$ cat config.mk
export PLATFORM = sky130hd
export DESIGN_NAME = seg_scan_driver_flat
export DESIGN_NICKNAME = d
export VERILOG_FILES = /design/src/rtl/seg_pkg.sv /design/src/rtl/seg_scan_driver_if.sv /design/src/rtl/seg_hex_decode.sv /design/src/rtl/seg_scan_driver.sv /design/src/flat_wrapper.sv
export SDC_FILE = /design/constraint.sdc
export NUM_CORES = 1
export LEC_CHECK = 0
export CORE_ASPECT_RATIO = 1.4
export CORE_MARGIN = 2
export CORE_UTILIZATION = 40
export CTS_CLUSTER_DIAMETER = 50
export DETAILED_ROUTE_END_ITERATION = 12
export PLACE_DENSITY = 0.67
export SKIP_CTS_REPAIR_TIMING = 1
export SYNTH_ARGS = -nofsm -noshare
export SYNTH_HDL_FRONTEND = slang
export SYNTH_HIERARCHICAL = 1
export SYNTH_SLANG_ARGS = --single-unit
$ cat constraint.sdc
create_clock -name clk -period 2.69 [get_ports clk]
set_input_delay 0.538 -clock clk [delete_from_list [all_inputs] [get_ports clk]]
set_output_delay 0.538 -clock clk [all_outputs]
set_load 0.02 [all_outputs]
$ cat src/rtl/seg_pkg.sv
// Shared seven-segment definitions: the segment vector type, the blank pattern and the
// active-low hex glyph table used by every display block.
package seg_pkg;

    // Segment order is {g,f,e,d,c,b,a}. A 0 lights the segment.
    typedef logic [6:0] seg_t;

    localparam seg_t SEG_BLANK = 7'h7F;

    localparam seg_t HEX_GLYPH [16] = '{
        7'h40, 7'h79, 7'h24, 7'h30, 7'h19, 7'h12, 7'h02, 7'h78,
        7'h00, 7'h10, 7'h08, 7'h03, 7'h46, 7'h21, 7'h06, 7'h0E
    };

    function automatic seg_t hex_glyph(input logic [3:0] nibble);
        return HEX_GLYPH[nibble];
    endfunction

endpackage

$ cat src/rtl/seg_scan_driver_if.sv
// Host/display bundle for seg_scan_driver. The master writes display data and load
// strobes. The slave (the driver) returns status and the multiplexed segment/anode lines.
interface seg_scan_driver_if
    import seg_pkg::*;
#(
    parameter int unsigned NDIGITS = 8
);
    logic [4*NDIGITS-1:0] data;
    logic [NDIGITS-1:0]   dp;
    logic [NDIGITS-1:0]   digit_en;
    logic                 load;
    logic                 pending;
    logic                 frame_done;
    seg_t                 seg;
    logic                 dp_n;
    logic [NDIGITS-1:0]   an;

    modport master (
        output data, dp, digit_en, load,
        input  pending, frame_done, seg, dp_n, an
    );

    modport slave (
        input  data, dp, digit_en, load,
        output pending, frame_done, seg, dp_n, an
    );

endinterface

$ cat src/rtl/seg_hex_decode.sv
// Combinational hex nibble to active-low seven-segment glyph lookup.
module seg_hex_decode
    import seg_pkg::*;
(
    input  logic [3:0] nibble,
    output seg_t       glyph
);

    // Pure table lookup; no blanking here, callers decide visibility.
    always_comb begin
        glyph = hex_glyph(nibble);
    end

endmodule

$ cat src/rtl/seg_scan_driver.sv
// Time-multiplexed seven-segment scan driver with double-buffered display data.
// A single-clock prescaler steps through one digit slot every SCAN_DIV cycles. The first
// GAP_CYCLES of each slot keep all anodes off to avoid ghosting. New data is committed to
// the display shadow only at a frame boundary.
// Optional build macro: SEG_SCAN_LZB_EN enables leading-zero blanking (digit 0 always shown).
module seg_scan_driver
    import seg_pkg::*;
#(
    parameter int unsigned NDIGITS    = 8,
    parameter int unsigned SCAN_DIV   = 262144,
    parameter int unsigned GAP_CYCLES = 1024
) (
    input logic               clk,
    input logic               reset,
    seg_scan_driver_if.slave  bus
);

    localparam int unsigned PW = (SCAN_DIV > 1) ? $clog2(SCAN_DIV) : 1;
    localparam int unsigned IW = (NDIGITS > 1) ? $clog2(NDIGITS) : 1;
    localparam logic [PW-1:0] PH_LAST  = PW'(SCAN_DIV - 1);
    localparam logic [IW-1:0] IDX_LAST = IW'(NDIGITS - 1);

    // Scan position
    logic [PW-1:0] ph_q;
    logic [IW-1:0] idx_q;
    logic          wrap;
    logic          boundary;

    // Pending buffer and display shadow
    logic [NDIGITS-1:0][3:0] buf_data_q;
    logic [NDIGITS-1:0]      buf_dp_q;
    logic [NDIGITS-1:0]      buf_en_q;
    logic                    pending_q;
    logic                    pending_d;
    logic                    commit;
    logic [NDIGITS-1:0][3:0] sh_data_q;
    logic [NDIGITS-1:0]      sh_dp_q;
    logic [NDIGITS-1:0]      sh_en_q;

    // Per-digit visibility after enable and optional leading-zero blanking
    logic [NDIGITS-1:0] shown;

    // Current slot selection
    logic [3:0] cur_nib;
    logic       cur_shown;
    logic       cur_dp;
    seg_t       cur_glyph;
    logic       in_gap;

    // Registered outputs
    logic [NDIGITS-1:0] an_q;
    seg_t               seg_q;
    logic               dp_n_q;
    logic               frame_done_q;

    assign wrap     = (ph_q == PH_LAST);
    assign boundary = wrap && (idx_q == IDX_LAST);

    // A load in the boundary cycle is committed directly, so pending never rises for it.
    assign commit    = boundary && (pending_q || bus.load);
    assign pending_d = boundary ? 1'b0 : (pending_q || bus.load);

    // Prescaler and digit index advance once per slot
    always_ff @(posedge clk or negedge reset) begin
        if (!reset) begin
            ph_q  <= '0;
            idx_q <= '0;
        end else if (wrap) begin
            ph_q  <= '0;
            idx_q <= (idx_q == IDX_LAST) ? '0 : idx_q + IW'(1);
        end else begin
            ph_q  <= ph_q + PW'(1);
        end
    end

    // Capture loads into the pending buffer; move to the shadow at a frame boundary
    always_ff @(posedge clk or negedge reset) begin
        if (!reset) begin
            buf_data_q <= '0;
            buf_dp_q   <= '0;
            buf_en_q   <= '0;
            pending_q  <= 1'b0;
            sh_data_q  <= '0;
            sh_dp_q    <= '0;
            sh_en_q    <= '0;
        end else begin
            if (bus.load) begin
                buf_data_q <= bus.data;
                buf_dp_q   <= bus.dp;
                buf_en_q   <= bus.digit_en;
            end
            if (commit) begin
                sh_data_q <= bus.load ? bus.data     : buf_data_q;
                sh_dp_q   <= bus.load ? bus.dp       : buf_dp_q;
                sh_en_q   <= bus.load ? bus.digit_en : buf_en_q;
            end
            pending_q <= pending_d;
        end
    end

`ifdef SEG_SCAN_LZB_EN
    logic nz_seen;

    // Blank a digit when it and every higher digit are zero; digit 0 always survives
    always_comb begin
        nz_seen = 1'b0;
        shown   = '0;
        for (int i = NDIGITS - 1; i >= 0; i--) begin
            nz_seen  = nz_seen | (sh_data_q[i] != 4'h0);
            shown[i] = sh_en_q[i] & (nz_seen | (i == 0));
        end
    end
`else
    // Only the per-digit enable blanks a digit
    always_comb begin
        shown = sh_en_q;
    end
`endif

    assign cur_nib   = sh_data_q[idx_q];
    assign cur_shown = shown[idx_q];
    assign cur_dp    = sh_dp_q[idx_q];

    generate
        if (GAP_CYCLES == 0) begin : g_no_gap
            assign in_gap = 1'b0;
        end else begin : g_gap
            assign in_gap = (ph_q < PW'(GAP_CYCLES));
        end
    endgenerate

    seg_hex_decode u_hex_decode (
        .nibble (cur_nib),
        .glyph  (cur_glyph)
    );

    // Output stage: one cycle behind (ph, idx); dead time and hidden digits drive blank
    always_ff @(posedge clk or negedge reset) begin
        if (!reset) begin
            an_q         <= '1;
            seg_q        <= SEG_BLANK;
            dp_n_q       <= 1'b1;
            frame_done_q <= 1'b0;
        end else begin
            frame_done_q <= boundary;
            if (in_gap || !cur_shown) begin
                an_q   <= '1;
                seg_q  <= SEG_BLANK;
                dp_n_q <= 1'b1;
            end else begin
                an_q   <= ~(NDIGITS'(1) << idx_q);
                seg_q  <= cur_glyph;
                dp_n_q <= ~cur_dp;
            end
        end
    end

    assign bus.an         = an_q;
    assign bus.seg        = seg_q;
    assign bus.dp_n       = dp_n_q;
    assign bus.frame_done = frame_done_q;
    assign bus.pending    = pending_q;

endmodule

$ cat src/flat_wrapper.sv
// flat-port wrapper written by rule: the top's interface ports become plain ports
module seg_scan_driver_flat import seg_pkg::*;
#(
    parameter int unsigned NDIGITS    = 8,
    parameter int unsigned SCAN_DIV   = 262144,
    parameter int unsigned GAP_CYCLES = 1024
)
  (clk, reset, bus_data, bus_dp, bus_digit_en, bus_load, bus_pending, bus_frame_done, bus_seg, bus_dp_n, bus_an);
  seg_scan_driver_if #(.NDIGITS(NDIGITS)) bus_i ();
  input logic clk;
  input logic reset;
  input wire logic [$bits(bus_i.data)-1:0] bus_data;
  input wire logic [$bits(bus_i.dp)-1:0] bus_dp;
  input wire logic [$bits(bus_i.digit_en)-1:0] bus_digit_en;
  input wire logic [$bits(bus_i.load)-1:0] bus_load;
  output wire logic [$bits(bus_i.pending)-1:0] bus_pending;
  output wire logic [$bits(bus_i.frame_done)-1:0] bus_frame_done;
  output wire logic [$bits(bus_i.seg)-1:0] bus_seg;
  output wire logic [$bits(bus_i.dp_n)-1:0] bus_dp_n;
  output wire logic [$bits(bus_i.an)-1:0] bus_an;
  assign bus_i.data = bus_data;
  assign bus_i.dp = bus_dp;
  assign bus_i.digit_en = bus_digit_en;
  assign bus_i.load = bus_load;
  assign bus_pending = bus_i.pending;
  assign bus_frame_done = bus_i.frame_done;
  assign bus_seg = bus_i.seg;
  assign bus_dp_n = bus_i.dp_n;
  assign bus_an = bus_i.an;
  seg_scan_driver #(.NDIGITS(NDIGITS), .SCAN_DIV(SCAN_DIV), .GAP_CYCLES(GAP_CYCLES)) u_core (.clk(clk), .reset(reset), .bus(bus_i));
endmodule
==> results.py <==
metrics = {
    "drt": {
        "wire_per_inst_um": 15.9,
        "wl_met3_um": 440,
        "drcViolationCount": 0,
        "drt_iter0_drc": 187,
        "first_pass_iters": 4,
        "vias_per_cell": 4.87,
        "top_layer": "met4",
        "routed_wl_mm": 11.0,
        "num_vias": 3389,
        "wl_met2_mm": 5.74,
        "wl_met1_mm": 4.67,
        "ant_nets": 0,
    },
    "placed_design": {
        "place_area_mm2": 0.00678,
        "post-place-ws_ns": 0.348,
        "dp.cells": 664,
        "portBuffers": 68,
        "gp_congestion": 0.852,
        "place_hpwl_mm": 7.52,
    },
    "floorplanning": {
        "initial_utilization": 0.408,
        "rows": 52,
        "dieArea_mm2": 0.0157,
        "dieWidth_um": 107,
        "die_h_um": 148,
        "ios": 69,
        "core_area_mm2": 0.0144,
    },
    "critical_path": {
        "critPathCaptureType": "flip-flop",
        "worstSetupStartpointType": "flip-flop",
        "reg2reg_slack_ns": 0.27,
        "startpoint": "u_core/ph_q[6]$_DFF_PN0_",
        "worst-endpoint-required_ns": 2.98,
        "rr_worst_depth": 4,
        "crit_fanout": 48,
        "worstReg2RegStart": "u_core/ph_q[6]$_DFF_PN0_",
        "worst-setup-path-type": "flip-flop to flip-flop",
        "reg2reg_to": "u_core/sh_data_q[16]$_DFFE_PN0P_",
        "critical_path_arrival_ns": 2.71,
    },
    "power_and_ir_drop": {
        "p_sw_mw": 0.966,
        "netSwitchingFraction": 0.184,
        "p_comb_frac": 0.047,
        "p_clk_frac": 0.549,
        "pwr-share-seq": 0.404,
        "leakage_nw": 3.34,
        "powerDensity_mw_per_mm2": 697,
        "irDropWorstVdd_mv": 0.397,
        "p_total_mw": 5.25,
        "internal_power_mw": 4.28,
    },
    "synth": {
        "ys_types": 41,
        "synth_area_leaders": "dfrtp_1 (51%), mux2_2 (15%), dfstp_2 (7.1%)",
        "yosysSeqAreaShare": 0.577,
        "synth_ff_type": "dfrtp_1",
        "synth_fp_nets": 481,
        "yosysMostFrequentCell": "dfrtp_1",
        "synth_area_mm2": 0.00589,
        "synthesis.instances": 416,
        "ys_warn_count": 6,
        "syn_area_per_cell_um2": 14.2,
        "netlist.area_leader.share": 0.505,
        "ys_async_sr_fraction": 1.00,
        "synth_common_cells": "dfrtp_1 (119), mux2_2 (80), nand2_1 (33)",
        "synth_area_leader_cell": "dfrtp_1",
        "ys_ff_latch": 135,
        "synth_edf_count": 0,
    },
    "cells_and_area": {
        "utilization": 0.521,
        "layout.nets": 560,
        "final_cell_count_no_fill": 696,
        "design_area_mm2": 0.00753,
        "drive_above_1_share": 0.341,
        "n_fill_cell": 1233,
        "diodes": 0,
        "syn2layout_area_growth_pct": 27.8,
    },
    "timing": {
        "finalHoldViolCount": 0,
        "fin_crit_ns": 2.42,
        "relSlewSlack": 0.494,
        "fin_skew_ns": 0.00786,
        "slew_violations": 0,
        "setup_viol": 0,
        "rsz0062_at_grt": "false",
        "fin_tns_setup_ns": 0,
        "holdWs_ns": 0.492,
        "min_period_over_period": 0.901,
        "worst_slew_pin_slew_ns": 0.759,
        "setup_slack_ns": 0.266,
        "max_freq_mhz": 413,
    },
    "min_path": {
        "whs_endpoint": "u_core/ph_q[8]$_DFF_PN0_",
        "hold_depth": 1,
        "hp-start": "u_core/ph_q[8]$_DFF_PN0_",
        "hold_path.class": "flip-flop to flip-flop",
    },
    "clock_tree": {
        "clk_pin_slew_ns": 0.06,
        "cts-root-buf": "clkbuf_16",
        "htree_num_levels": 4,
        "cts_tree": "done",
        "clkSinkCount": 135,
        "cts_inserted_buffers": 17,
        "clock_path_buffers": 2,
        "clk_latency_ns": 0.41,
    },
    "grt": {
        "grt_pass1_vias": 3758,
        "grt_pass1_wl_mm": 19.0,
        "antenna_found_initial": 0,
        "grt_use_total": 0.155,
        "grt_max_degree": 79,
        "grt_overflow": 0,
    },
    "job": {
        "maxCapViolations": 0,
    },
    "outcome": {
        "status": "completed",
    },
}
-- area by class of cell --
class	count	area [um2]	share of cell area
inverter	10	37.5	0.00499
sequential	135	3400	0.451
clock inverter	12	295	0.0392
timing repair buffer	79	771	0.102
clock buffer	19	443	0.0588
multi-input combinational	252	2350	0.312
tap	189	236	0.0314
-- power by group through the flow --
stage | combinational (mW) | sequential, mW | clock, mW
finish | 0.244 | 2.12 | 2.88
global route | 0.271 | 2.13 | 3.03
CTS | 0.253 | 2.12 | 2.93
detailed placement | 0.250 | 2.16 | 0
global placement | 0.246 | 2.15 | 0
floorplan | 0.102 | 2.15 | 0
-- how the worst max path moves through the flow --
stage | depth (start not counted) | slack (ns) | end
after global placement | 4 | 0.38 | u_core/sh_data_q[25]$_DFFE_PN0P_
after detailed placement | 4 | 0.35 | u_core/sh_data_q[18]$_DFFE_PN0P_
final | 4 | 0.27 | u_core/sh_data_q[16]$_DFFE_PN0P_
after CTS | 4 | 0.30 | u_core/sh_data_q[16]$_DFFE_PN0P_
after floorplan | 10 | 0.12 | u_core/bus.seg[3]$_DFF_PN1_
after global routing | 10 | 0.19 | u_core/bus.seg[3]$_DFF_PN1_
-- routing by layer --
layer  track usage  vias up
met1         0.189     1674
met5             0        -
met3        0.0406       15
met4        0.0578        0
met2         0.265       85
li1              -     1615
-- cell families (layout without fill, tap and decap cells) --
logic type / after synthesis / in the layout / share of synthesized area
compound gates: 15 / 15 / 0.0147
xor+xnor: 15 / 15 / 0.0223
fa+ha+maj: 14 / 14 / 0.0297
buf+inv: 29 / 120 / 0.0248
flops: 135 / 135 / 0.577
mux: 114 / 114 / 0.251
simple gates: 94 / 94 / 0.0805
-- flip-flops by register name (all words and copies together) (netlist names) --
register / flops
u_core/buf_dp_q: 8
u_core/buf_en_q: 8
u_core/buf_data_q: 32
u_core/bus.pending: 1
u_core/bus.dp_n: 1
u_core/sh_dp_q: 8
u_core/sh_en_q: 8
u_core/idx_q: 3
u_core/bus.frame_done: 1
u_core/bus.seg: 7
u_core/bus.an: 8
u_core/sh_data_q: 32
u_core/ph_q: 18
-- worst max-delay path, stage by stage (launching register included) --
cell     delay [ns]
dfrtp_1        0.41
nand3_2        0.17
or3_1          0.43
or4_4          0.83
mux2_4         0.42
-- placed cells by master (no fill, tap or decap), types with 10 or more instances in the layout --
| master | n |
|---|---|
| dfstp_2 | 16 |
| clkbuf_16 | 17 |
| buf_4 | 10 |
| dfrtp_1 | 119 |
| clkdlybuf4s50_1 | 66 |
| mux2_2 | 80 |
| mux4_2 | 11 |
| nand2_1 | 33 |
| nor2_1 | 13 |
| nand3_1 | 10 |
| mux2_4 | 20 |
| ha_1 | 14 |
Note: power is estimated with default switching activity, not from simulation.
==> variant, RTL diff (same settings) <==
Add a define of `SEG_SCAN_LZB_EN`.
--- a/src/rtl/seg_scan_driver.sv
+++ b/src/rtl/seg_scan_driver.sv
@@ -5,2 +5,4 @@
 // Optional build macro: SEG_SCAN_LZB_EN enables leading-zero blanking (digit 0 always shown).
+`define SEG_SCAN_LZB_EN
+
 module seg_scan_driver
Function: no difference found for any inputs over 10 cycles, from zero or initial values and one cycle with reset low; that may be too few to reach the edited logic, so the function may still have changed.
==> variant against the original RTL <==
- sequential cell count is the same
- critical endpoint is now u_core/bus.seg[3]
- critical path depth grew 5
- via count grew 5.7%
- design area shrank 1.2%
- worst hold slack lost 0.48 ns
- largest cell class unchanged
- worst setup slack gained 0.090 ns
- synthesized area grew 1.6%
- sequential power is essentially flat
- final cell count grew 2.4%
- routed wire length grew 4.8%
- global-route usage grew 0.14 points
- die area grew 1.5%
- power shrank 14%
==> variant: results (changes against the original RTL) <==
Residual DRC=0 (unchanged); Synth Register Bits=135 (unchanged); Setup-failing EPs final=0 (unchanged); Leak Pwr=3.35 nW (was 3.34 nW); # nets final=576 (was 560); count of cell types in the netlist=45 (was 41); Slowest cell on crit path=mux4_2 (was or4_4); IO buf count=68 (unchanged); Max stage delay on crit path=0.54 ns (was 0.83 ns); top cells by count, synth=dfrtp_1, mux2_2, nand2_1 (unchanged); most area-consuming cells after synthesis=dfrtp_1, mux2_2, dfstp_2 (unchanged); Ant. Diodes=0 (unchanged); Clock transition at path regs=0.06 ns (about the same); CP Data Arrival Time=2.64 ns (was 2.71 ns); Worst slew margin=47.7% (was 49.4%); DR iter-0 viols=166 (was 187); post-DP HPWL=8.39 mm (was 7.52 mm); Hold/Removal Path Class=in2async (was reg2reg); status=finished, final reports clean (unchanged); register area share after synthesis=56.8% (was 57.7%); Mapped Nets=497 (was 481); CP delay by family, top=simple AND/OR/NAND/NOR gates (unchanged); Total Routing Usage GR=15.7% (was 15.5%); Filler Cell Count=1272 (was 1233); Crit Path Max Fanout=10 (was 48); Place WS=0.348 ns (about the same); layout cell share with drive strength beyond 1=32.4% (was 34.1%); biggest regs=u_core/buf_data_q (32), u_core/sh_data_q (32), u_core/ph_q (18) (unchanged); WL per Instance=16.2 um (was 15.9 um); Peak VDD IR=0.337 mV (was 0.397 mV); first-pass GRT wire length=19.4 mm (was 19.0 mm); largest net degree at the start of global routing=76 (was 79); Main synth FF type=dfrtp_1 (unchanged); GPL Wtd Cong=0.827 (was 0.852); via/cell ratio=5.02 (was 4.87); vias in the first global route=3938 (was 3758); clk_lat worst skew=0.41 ns (about the same); Clock Skews=0.00773 ns (was 0.00786 ns)
[variant: cell count changes after synthesis, moves of 4 or more]
cell	delta
nand3b_1	+6
nand2b_1	-8
nor2_1	+6
nor4_1	+4
mux2_2	-4
nand3_1	+4
[variant: where the power goes]
group	internal (mW)	switching, mW	leakage [nW]
registers	2.10	0.0165	1.70
logic	0.135	0.109	1.39
clock network	1.31	0.810	0.264
[variant: path summary, 6_finish.rpt]
kind / depth (start not counted) / slack [ns] / start / to
worst max register to register: 9 / 0.36 / u_core/idx_q[0] / u_core/bus.seg[3]
max in group asynchronous: 2 / 1.88 / reset / u_core/bus.seg[1]
min in group clk: 1 / 0.47 / u_core/ph_q[8] / u_core/ph_q[8]
worst min register to register: 1 / 0.47 / u_core/ph_q[8] / u_core/ph_q[8]
worst min-delay path: 1 / 0.01 / reset / u_core/ph_q[9]
worst max-delay path: 9 / 0.36 / u_core/idx_q[0] / u_core/bus.seg[3]
[variant: cells by family (layout without fill, tap and decap cells)]
logic type,after synthesis,in the layout,synth area share [%]
and+or+nand+nor,102,102,8.82
adders and majority gates,14,14,2.93
muxes,110,110,24.0
AOI/OAI and AO/OA,26,26,2.72
DFF,135,135,56.8
xor gates and xnor gates,15,15,2.20
buffers and inverters,30,122,2.57
[variant: final cells by class]
class	count	share of cell area, %
inverter	10	0.505
clock buffer	24	6.34
multi-input combinational	267	32.7
timing repair buffer	80	10.6
tap	189	3.18
sequential	135	45.7
clock inverter	8	0.992
[variant: per-stage QoR]
| step | power, mW | instance area, um2 | instances | utilization, % |
|---|---|---|---|---|
| floorplan | 2.25 | 5980 | 432 | - |
| detailed placement | 2.41 | 6890 | 681 | 47.3 |
| global placement | 2.40 | 6890 | 681 | 47.3 |
| finish | 4.49 | 7440 | 713 | 51.0 |
| CTS | 4.56 | 7440 | 713 | 51.0 |
| global route | 4.66 | 7440 | 713 | 51.0 |
[variant: layer usage]
metal	track usage, %	share of wire (%)
met5	0	0
met4	5.19	1.1
met3	3.86	4.0
met2	27.8	54
met1	18.5	40
